==> src/rtl/laika_skaititajs.sv <==
// Countdown timer for the binary-number guessing game.
// Takes start/stop requests from the game FSM, counts the round time down
// one second at a time and raises end_f when the time runs out. The remaining
// seconds are exported as binary and as two BCD digits for the display.
module laika_skaititajs #(
    parameter int CLK_HZ   = 50000000,
    parameter int MAX_TIME = 30
) (
    input  logic       clk,
    input  logic       rst_n,
    input  logic       time_f,
    input  logic [4:0] time_v,
    input  logic       stop,
    output logic       end_f,
    output logic       running,
    output logic       tick,
    output logic [4:0] time_left,
    output logic [3:0] tens,
    output logic [3:0] ones
);

    localparam int PW = (CLK_HZ > 1) ? $clog2(CLK_HZ) : 1;
    localparam logic [PW-1:0] PRESC_TC = PW'(CLK_HZ - 1);
    localparam logic [4:0]    MAX_T    = 5'(MAX_TIME);

    typedef enum logic [1:0] {
        IDLE,
        RUN,
        HALTED,
        EXPIRED
    } state_t;

    // Bit 0 carries time_f, bit 1 carries stop.
    logic [1:0] async_in;
    logic [1:0] sync1_reg;
    logic [1:0] sync2_reg;
    logic [1:0] edge_reg;
    logic [1:0] armed_reg;
    logic [1:0] pulse;
    logic [1:0] fill_reg;

    logic       start_p;
    logic       stop_p;

    state_t          state_reg, state_next;
    logic [4:0]      time_left_reg, time_left_next;
    logic [PW-1:0]   presc_reg, presc_next;
    logic [4:0]      load_val;

    assign async_in = {stop, time_f};

    // fill_reg[1] goes high once sync2_reg holds a real sample after reset,
    // so the armed flags only trust the chain after it has filled.
    always_ff @(posedge clk or negedge rst_n) begin
        if (!rst_n) begin
            fill_reg <= 2'b00;
        end else begin
            fill_reg <= {fill_reg[0], 1'b1};
        end
    end

    // Per-input synchroniser, edge register and arm flag. An input must be
    // seen low after reset before its rising edge is accepted, so a level held
    // high across reset never starts or stops the timer.
    generate
        for (genvar gi = 0; gi < 2; gi++) begin : g_sync
            always_ff @(posedge clk or negedge rst_n) begin
                if (!rst_n) begin
                    sync1_reg[gi] <= 1'b0;
                    sync2_reg[gi] <= 1'b0;
                    edge_reg[gi]  <= 1'b0;
                    armed_reg[gi] <= 1'b0;
                end else begin
                    sync1_reg[gi] <= async_in[gi];
                    sync2_reg[gi] <= sync1_reg[gi];
                    edge_reg[gi]  <= sync2_reg[gi];
                    armed_reg[gi] <= armed_reg[gi] | (fill_reg[1] & ~sync2_reg[gi]);
                end
            end
            assign pulse[gi] = sync2_reg[gi] & ~edge_reg[gi] & armed_reg[gi];
        end
    endgenerate

    assign start_p = pulse[0];
    assign stop_p  = pulse[1];

    // State, remaining time and prescaler registers.
    always_ff @(posedge clk or negedge rst_n) begin
        if (!rst_n) begin
            state_reg     <= IDLE;
            time_left_reg <= 5'd0;
            presc_reg     <= '0;
        end else begin
            state_reg     <= state_next;
            time_left_reg <= time_left_next;
            presc_reg     <= presc_next;
        end
    end

    // Next-state logic: a start always wins, then stop, then the second tick.
    always_comb begin
        state_next     = state_reg;
        time_left_next = time_left_reg;
        presc_next     = presc_reg;
        tick           = 1'b0;
        load_val       = (time_v > MAX_T) ? MAX_T : time_v;

        if (start_p) begin
            time_left_next = load_val;
            presc_next     = '0;
            state_next     = (load_val == 5'd0) ? EXPIRED : RUN;
        end else begin
            case (state_reg)
                RUN: begin
                    if (stop_p) begin
                        state_next = HALTED;
                    end else if (presc_reg == PRESC_TC) begin
                        presc_next = '0;
                        if (time_left_reg != 5'd0) begin
                            tick           = 1'b1;
                            time_left_next = time_left_reg - 5'd1;
                        end
                        if (time_left_reg <= 5'd1) begin
                            state_next = EXPIRED;
                        end
                    end else begin
                        presc_next = presc_reg + PW'(1);
                    end
                end
                default: begin
                end
            endcase
        end
    end

    // BCD split of the remaining time (values never exceed 31).
    always_comb begin
        tens = 4'd0;
        ones = 4'd0;
        if (time_left_reg >= 5'd30) begin
            tens = 4'd3;
            ones = 4'(time_left_reg - 5'd30);
        end else if (time_left_reg >= 5'd20) begin
            tens = 4'd2;
            ones = 4'(time_left_reg - 5'd20);
        end else if (time_left_reg >= 5'd10) begin
            tens = 4'd1;
            ones = 4'(time_left_reg - 5'd10);
        end else begin
            ones = 4'(time_left_reg);
        end
    end

    assign running   = (state_reg == RUN);
    assign end_f     = (state_reg == EXPIRED);
    assign time_left = time_left_reg;

endmodule

==> config.mk <==
export PLATFORM = sky130hd
export DESIGN_NAME = laika_skaititajs
export DESIGN_NICKNAME = d
export VERILOG_FILES = /design/src/rtl/laika_skaititajs.sv
export SDC_FILE = /design/constraint.sdc
export NUM_CORES = 1
export LEC_CHECK = 0
export CAP_MARGIN = 40
export CORE_MARGIN = 3
export CORE_UTILIZATION = 51
export DETAILED_ROUTE_END_ITERATION = 8
export PLACE_DENSITY = 0.76
export SETUP_SLACK_MARGIN = 0.4
export SLEW_MARGIN = 20
export SYNTH_ARGS = -nofsm -noshare
export SYNTH_HDL_FRONTEND = slang
export SYNTH_SLANG_ARGS = --single-unit
export TNS_END_PERCENT = 1
==> constraint.sdc <==
create_clock -name clk -period 1.91 [get_ports clk]
set_input_delay 0.2865 -clock clk [delete_from_list [all_inputs] [get_ports clk]]
set_output_delay 0.2865 -clock clk [all_outputs]
set_load 0.05 [all_outputs]
==> results.py, run 1 <==
metrics = {
    "drt": {
        "post-route-drc-count": 0,
        "routed_via_density": 5.833,
        "ant_nets": 0,
        "num_vias": 2450,
        "routed_wl_um": 6934,
        "drt-initial-drc-count": 156,
        "wl_per_cell_um": 16.51,
        "dr.pass1.iters": 4,
    },
    "sta": {
        "finClkSkew_ns": 0.007138,
        "period_needed_ns": 2.322,
        "slew_headroom": 0.6303,
        "drv_slew": 0,
        "hold_ws_ns": 0.05188,
        "finalSetupViolCount": 11,
        "layout_setup_ws_ns": -0.4117,
        "rsz0062_at_grt": "yes",
        "min_period_over_period": 1.216,
        "hold_violations": 0,
        "worstMarginPinSlew_ns": 0.5545,
        "fmax_mhz": 430.7,
    },
    "power": {
        "ir_worst_vdd_mv": 0.7548,
        "power_mw": 2.806,
        "power_density_mw_per_mm2": 776.9,
        "power.leakage_nw": 1.544,
    },
    "finish": {
        "final_layout_size_suffix_gt1_frac": 0.3739,
        "nNetsFinal": 373,
        "largest_reg_flops": 26,
        "area_growth_pct": 40.90,
        "final-instance-count-excl-fill": 420,
        "diodes": 0,
    },
    "logic_synthesis": {
        "synth_seq_cells": 43,
        "syn_inst": 280,
        "synth-edff-count": 0,
        "synth_area_leaders": "dfrtp_1 42%, ha_1 5.9%, nand2_1 4.4%",
        "yosys.area.top_type_share": 0.4197,
        "ys.flop_type": "dfrtp_1",
        "synth_cell_types": 53,
        "yosysMostFrequentCell": "dfrtp_1",
        "postSynth.asyncResetShare": 1.000,
        "yosysTopAreaCell": "dfrtp_1",
        "yosys_warnings": 0,
        "synth_area_per_cell_um2": 9.156,
        "yosysSeqAreaShare": 0.4197,
        "netlist_top_cells_count": "43 x dfrtp_1, 30 x nand2_1, 20 x nor2_1, 17 x nand3_1, 16 x o21ai_0",
        "synth_area_mm2": 0.002564,
    },
    "clocking": {
        "clk_pin_slew_worst_paths_ns": 0.09,
        "clk_path_buf_depth": 2,
        "clk_latency_ns": 0.30,
        "cts_sinks": 43,
        "cts_tree": "yes",
        "h-tree-depth": 2,
        "cts_root_buf": "clkbuf_8",
        "numCtsBuffers": 5,
    },
    "critical_path": {
        "cp_num_buf_inv": 1,
        "crit_arrival_ns": 2.04,
        "worstSetupStartpointType": "register",
        "critical_path.max_stage_delay_ns": 0.57,
        "end_kind": "primary output",
        "crit_path_max_fanout": 2,
        "cp_top_family": "simple AND/OR/NAND/NOR gates",
        "path_cells": "or4b_4 -> nor4_4 -> and4b_4 -> and2_4 -> buf_12",
        "cpMaxStageDelayCell": "or4b_4",
        "cp.required_ns": 1.62,
        "crit_type": "register to primary output",
    },
    "grt": {
        "grt_pass1_vias": 2348,
        "grt_start_max_net_pins": 44,
        "grt_pass1_wl_um": 11010,
        "antenna_found_initial": 0,
        "grt_usage": 0.2288,
        "grt_overflow": 0,
    },
    "status": {
        "outcome": "finished with violations",
        "violations": "setup timing",
    },
    "floorplan": {
        "rows": 25,
        "die_height_um": 76.90,
        "ios": 25,
        "die_area_mm2": 0.005914,
        "initial_core_util": 0.5357,
        "core_mm2": 0.004786,
        "dieWidth_um": 76.90,
    },
    "placement": {
        "dp_cells": 410,
        "place_hpwl_um": 4576,
        "port_buffers": 22,
        "gp_congestion": 0.8331,
    },
    "job": {
        "drv_cap": 0,
    },
    "hold_path": {
        "holdCritPathClass": "input port to asynchronous set/reset pin",
    },
}
metrics by stage:
| step | setup TNS [ns] | util | cell area, um^2 | setup slack (ns) |
|---|---|---|---|---|
| detailed placement | -0.8088 | 0.6842 | 3274 | -0.1657 |
| global placement | -0.3348 | 0.6842 | 3274 | -0.1036 |
| finish | -1.941 | 0.7548 | 3612 | -0.4117 |
| global route | -3.013 | 0.7548 | 3612 | -0.4593 |
| CTS | -1.849 | 0.7323 | 3505 | -0.3852 |
| floorplan | -4.815 | - | 2608 | -0.5912 |
what timing repair did:
item | in CTS | in global routing
hold buffers | 0 | 0
pin swaps | 33 | 24
gates cloned | 0 | 0
resized for setup | 41 | 39
buffers inserted | 2 | 0
endpoints found under the setup margin | 37 | 37
hold endpoints to repair | 0 | 0
final timing paths:
check	slack, ns	from	endpoint	cells past startpoint
max in group asynchronous	1.45	rst_n	time_left[1]$_DFFE_PN0P_	2
worst min-delay path	0.05	rst_n	presc_reg[20]$_DFFE_PN0P_	2
worst max-delay path	-0.41	presc_reg[9]$_DFFE_PN0P_	tick	5
min in group clk	0.36	sync1_reg[0]$_DFF_PN0_	sync2_reg[0]$_DFF_PN0_	0
worst max register to register	-0.09	presc_reg[9]$_DFFE_PN0P_	presc_reg[5]$_DFFE_PN0P_	6
worst min register to register	0.36	sync1_reg[0]$_DFF_PN0_	sync2_reg[0]$_DFF_PN0_	0
power by group:
group	leakage (nW)	switching (mW)	internal (mW)	total [mW]
Sequential	0.551	0.0442	0.965	1.01
Combinational	0.952	0.682	0.531	1.21
Clock	0.0402	0.329	0.255	0.584
final cells by class:
cell class                 instances  area (um^2)
inverter                          11        43.79
clock buffer                       5        68.82
multi-input combinational        215         1617
timing repair buffer              76        698.2
tap                               67        83.83
sequential                        43         1081
fill                             313         1174
clock inverter                     3        20.02
layout by cell type (no fill, tap or decap), types with 3 or more instances in the layout:
cell type and count:
and2_1 3, o2111ai_1 5, and2_4 3, a31oi_1 3
xor2_1 10, a21oi_1 6, buf_4 49, or3_1 5
clkdlybuf4s50_1 7, o21ai_1 10, inv_1 8, dfrtp_2 4
nor4b_1 3, nand3_1 12, a21oi_2 6, nor2_1 18
nand3_2 5, buf_12 5, o21ai_0 5, ha_1 7
o21ai_2 4, conb_1 3, and3_1 4, ha_2 4
buf_6 12, clkbuf_8 5, xnor2_1 6, nand2_1 30
nor3_1 7, dfrtp_1 39, a21boi_0 3, nand4_1 8
per-layer routing:
layer	global-route usage	routed length [um]	part of all wire	up-vias
li1	-	-	-	1148
met1	0.2885	2745	0.40	1215
met2	0.3911	3698	0.53	69
met3	0.04225	317	0.046	18
met4	0.08152	172	0.025	0
met5	0	0	0	-
kinds of logic after synthesis:
kind of cell,count (synthesis),share of synthesized area
AND/OR/NAND/NOR,122,0.2665
adder cells (fa/ha/maj),12,0.05856
flip-flops,43,0.4197
other,2,0.002929
AO/OA/AOI/OAI,59,0.1474
multiplexers,2,0.007809
buffers and inverters,23,0.03904
XOR/XNOR,17,0.05808
(Power assumes the default switching activity.)
==> inputs of run 2 (changes only) <==
CTS_CLUSTER_DIAMETER = 30   (was unset)
CTS_CLUSTER_SIZE = 28   (was unset)
==> results of run 2 <==
The final DEF is identical to that of run 1; final timing and power are the same.
==> inputs of run 3 (changes only) <==
CAP_MARGIN = unset   (was 40)
CORE_UTILIZATION = 61   (was 51)
PLACE_DENSITY = 0.85   (was 0.76)
clock period = 2.7 ns   (was 1.91 ns; I/O delays follow)
==> run 3 against run 2 <==
The run now ends clean; critical path depth up 2; total power down 31%; sequential power down 27%; via count down 1.1%; clock skew up 0.012 ns; critical endpoint is now ones[3].
==> results.py, run 3 (synthesis gave the netlist of run 1 again) <==
metrics = {
    "status": {
        "outcome": "finished, final reports clean",
    },
    "finish": {
        "layout_common_cells": "38 x dfrtp_1, 30 x nand2_1, 26 x buf_4, 20 x nor2_1, 17 x nand3_1",
        "final_layout_size_suffix_gt1_frac": 0.2171,
        "fin_area_mm2": 0.003276,
        "final-instance-count-excl-fill": 375,
        "largest_reg_flops": 26,
        "area_growth_pct": 27.77,
        "final_util": 0.8500,
        "final_common_cell": "dfrtp_1",
        "nNetsFinal": 347,
        "fill_cells": 199,
        "diodes": 0,
    },
    "clocking": {
        "clk_pin_slew_worst_paths_ns": 0.10,
        "numCtsBuffers": 5,
        "cts_sinks": 43,
        "h-tree-depth": 2,
        "clk_path_buf_depth": 2,
        "hold_buffers": 0,
        "clk_latency_ns": 0.31,
        "cts_root_buf": "clkbuf_8",
        "cts_tree": "yes",
    },
    "floorplan": {
        "die_height_um": 70.83,
        "dieWidth_um": 70.83,
        "initial_core_util": 0.6653,
        "core_mm2": 0.003854,
        "ios": 25,
        "die_area_mm2": 0.005017,
        "rows": 22,
    },
    "sta": {
        "drv_slew": 0,
        "worstMarginPinSlew_ns": 0.9432,
        "period_needed_ns": 2.541,
        "slew_headroom": 0.3712,
        "hold_ws_ns": 0.2281,
        "layout_setup_ws_ns": 0.1592,
        "tns_ns": 0,
        "finalSetupViolCount": 0,
        "min_period_over_period": 0.9410,
        "finClkSkew_ns": 0.01942,
        "rsz0062_at_grt": "yes",
        "fmax_mhz": 393.6,
        "hold_violations": 0,
    },
    "critical_path": {
        "r2r-end": "presc_reg[21]$_DFFE_PN0P_",
        "r2r_cells": 5,
        "crit_type": "register to primary output",
        "cpMaxStageDelayCell": "dfrtp_2",
        "critical_path.max_stage_delay_ns": 0.51,
        "timing.rr.start": "presc_reg[16]$_DFFE_PN0P_",
        "r2r_slack_ns": 0.50,
        "crit_path_max_fanout": 5,
        "cp_top_family": "compound AO/OA/AOI/OAI gates",
        "end_kind": "primary output",
        "path_cells": "ha_4 -> nor2b_4 -> o31ai_4 -> buf_6 -> mux2i_2 -> a221o_1 -> buf_12",
        "crit_arrival_ns": 2.14,
        "worstSetupStartpointType": "register",
        "cp_num_buf_inv": 2,
        "cp.required_ns": 2.30,
    },
    "power": {
        "ir_worst_vdd_mv": 0.4922,
        "switching_share": 0.3869,
        "p_clk_frac": 0.214,
        "seqPwrFrac": 0.381,
        "p_int_mw": 1.194,
        "p_comb_frac": 0.406,
        "power.switching_mw": 0.7533,
        "power_density_mw_per_mm2": 594.4,
        "power.leakage_nw": 1.343,
        "power_mw": 1.947,
    },
    "grt": {
        "grt_usage": 0.2772,
        "grt_pass1_wl_um": 11170,
        "grt_start_max_net_pins": 44,
        "grt_pass1_vias": 2346,
        "grt_overflow": 0,
        "antenna_found_initial": 0,
    },
    "placement": {
        "place_ws_ns": 0.3371,
        "place_hpwl_um": 4504,
        "port_buffers": 22,
        "dp_cells": 351,
        "gp_congestion": 0.8613,
        "place_area_mm2": 0.002958,
    },
    "job": {
        "drv_cap": 0,
    },
    "drt": {
        "num_vias": 2422,
        "dr.pass1.iters": 6,
        "routed_via_density": 6.459,
        "post-route-drc-count": 0,
        "drt-initial-drc-count": 388,
        "ant_nets": 0,
        "wl_per_cell_um": 19.71,
        "routed_wl_um": 7390,
    },
    "hold_path": {
        "holdCritPathClass": "input port to asynchronous set/reset pin",
    },
}
-- run 3: per-layer routing --
metal  GRT usage  vias to the layer above  wire length, um
met1      0.3593                     1165             2849
met5           0                        -                0
met2      0.4511                      126             3758
met4      0.1065                        0              305
li1            -                     1094                -
met3     0.06534                       37              476
-- run 3: power by group through the flow --
stage	clock network, mW	logic (mW)	registers [mW]
detailed placement	0	0.662	0.742
floorplan	0	0.381	0.774
finish	0.416	0.790	0.741
CTS	0.415	0.704	0.732
global placement	0	0.645	0.739
global route	0.452	0.833	0.747
-- run 3: final cells by class --
type	count	area (um^2)	share of cell area
well taps	48	60.06	0.01833
clock buffers	6	72.57	0.02215
flip-flops and latches	43	1082	0.3304
multi-input cells	215	1523	0.4649
repair buffers	50	476.7	0.1455
inverters	11	48.80	0.01490
clock inverters	2	12.51	0.003820
-- run 3: timing repair --
item / CTS / global route
setup buffers: 7 / 9
hold endpoints to repair: 0 / 0
resized for setup: 17 / 15
endpoints found under the setup margin: 6 / 8
pin swaps: 7 / 8
-- run 3: how the worst max path moves through the flow --
stage                    to                       from  slack, ns  depth (start not counted)
floorplan           ones[1]   time_left[1]$_DFFE_PN0P_       0.08                          7
global placement    tens[1]   time_left[2]$_DFFE_PN0P_       0.40                          5
detailed placement  ones[2]   time_left[1]$_DFFE_PN0P_       0.34                          8
CTS                 ones[2]   time_left[2]$_DFFE_PN0P_       0.22                          8
global route           tick  presc_reg[16]$_DFFE_PN0P_       0.09                          5
finish              ones[3]   time_left[2]$_DFFE_PN0P_       0.16                          7
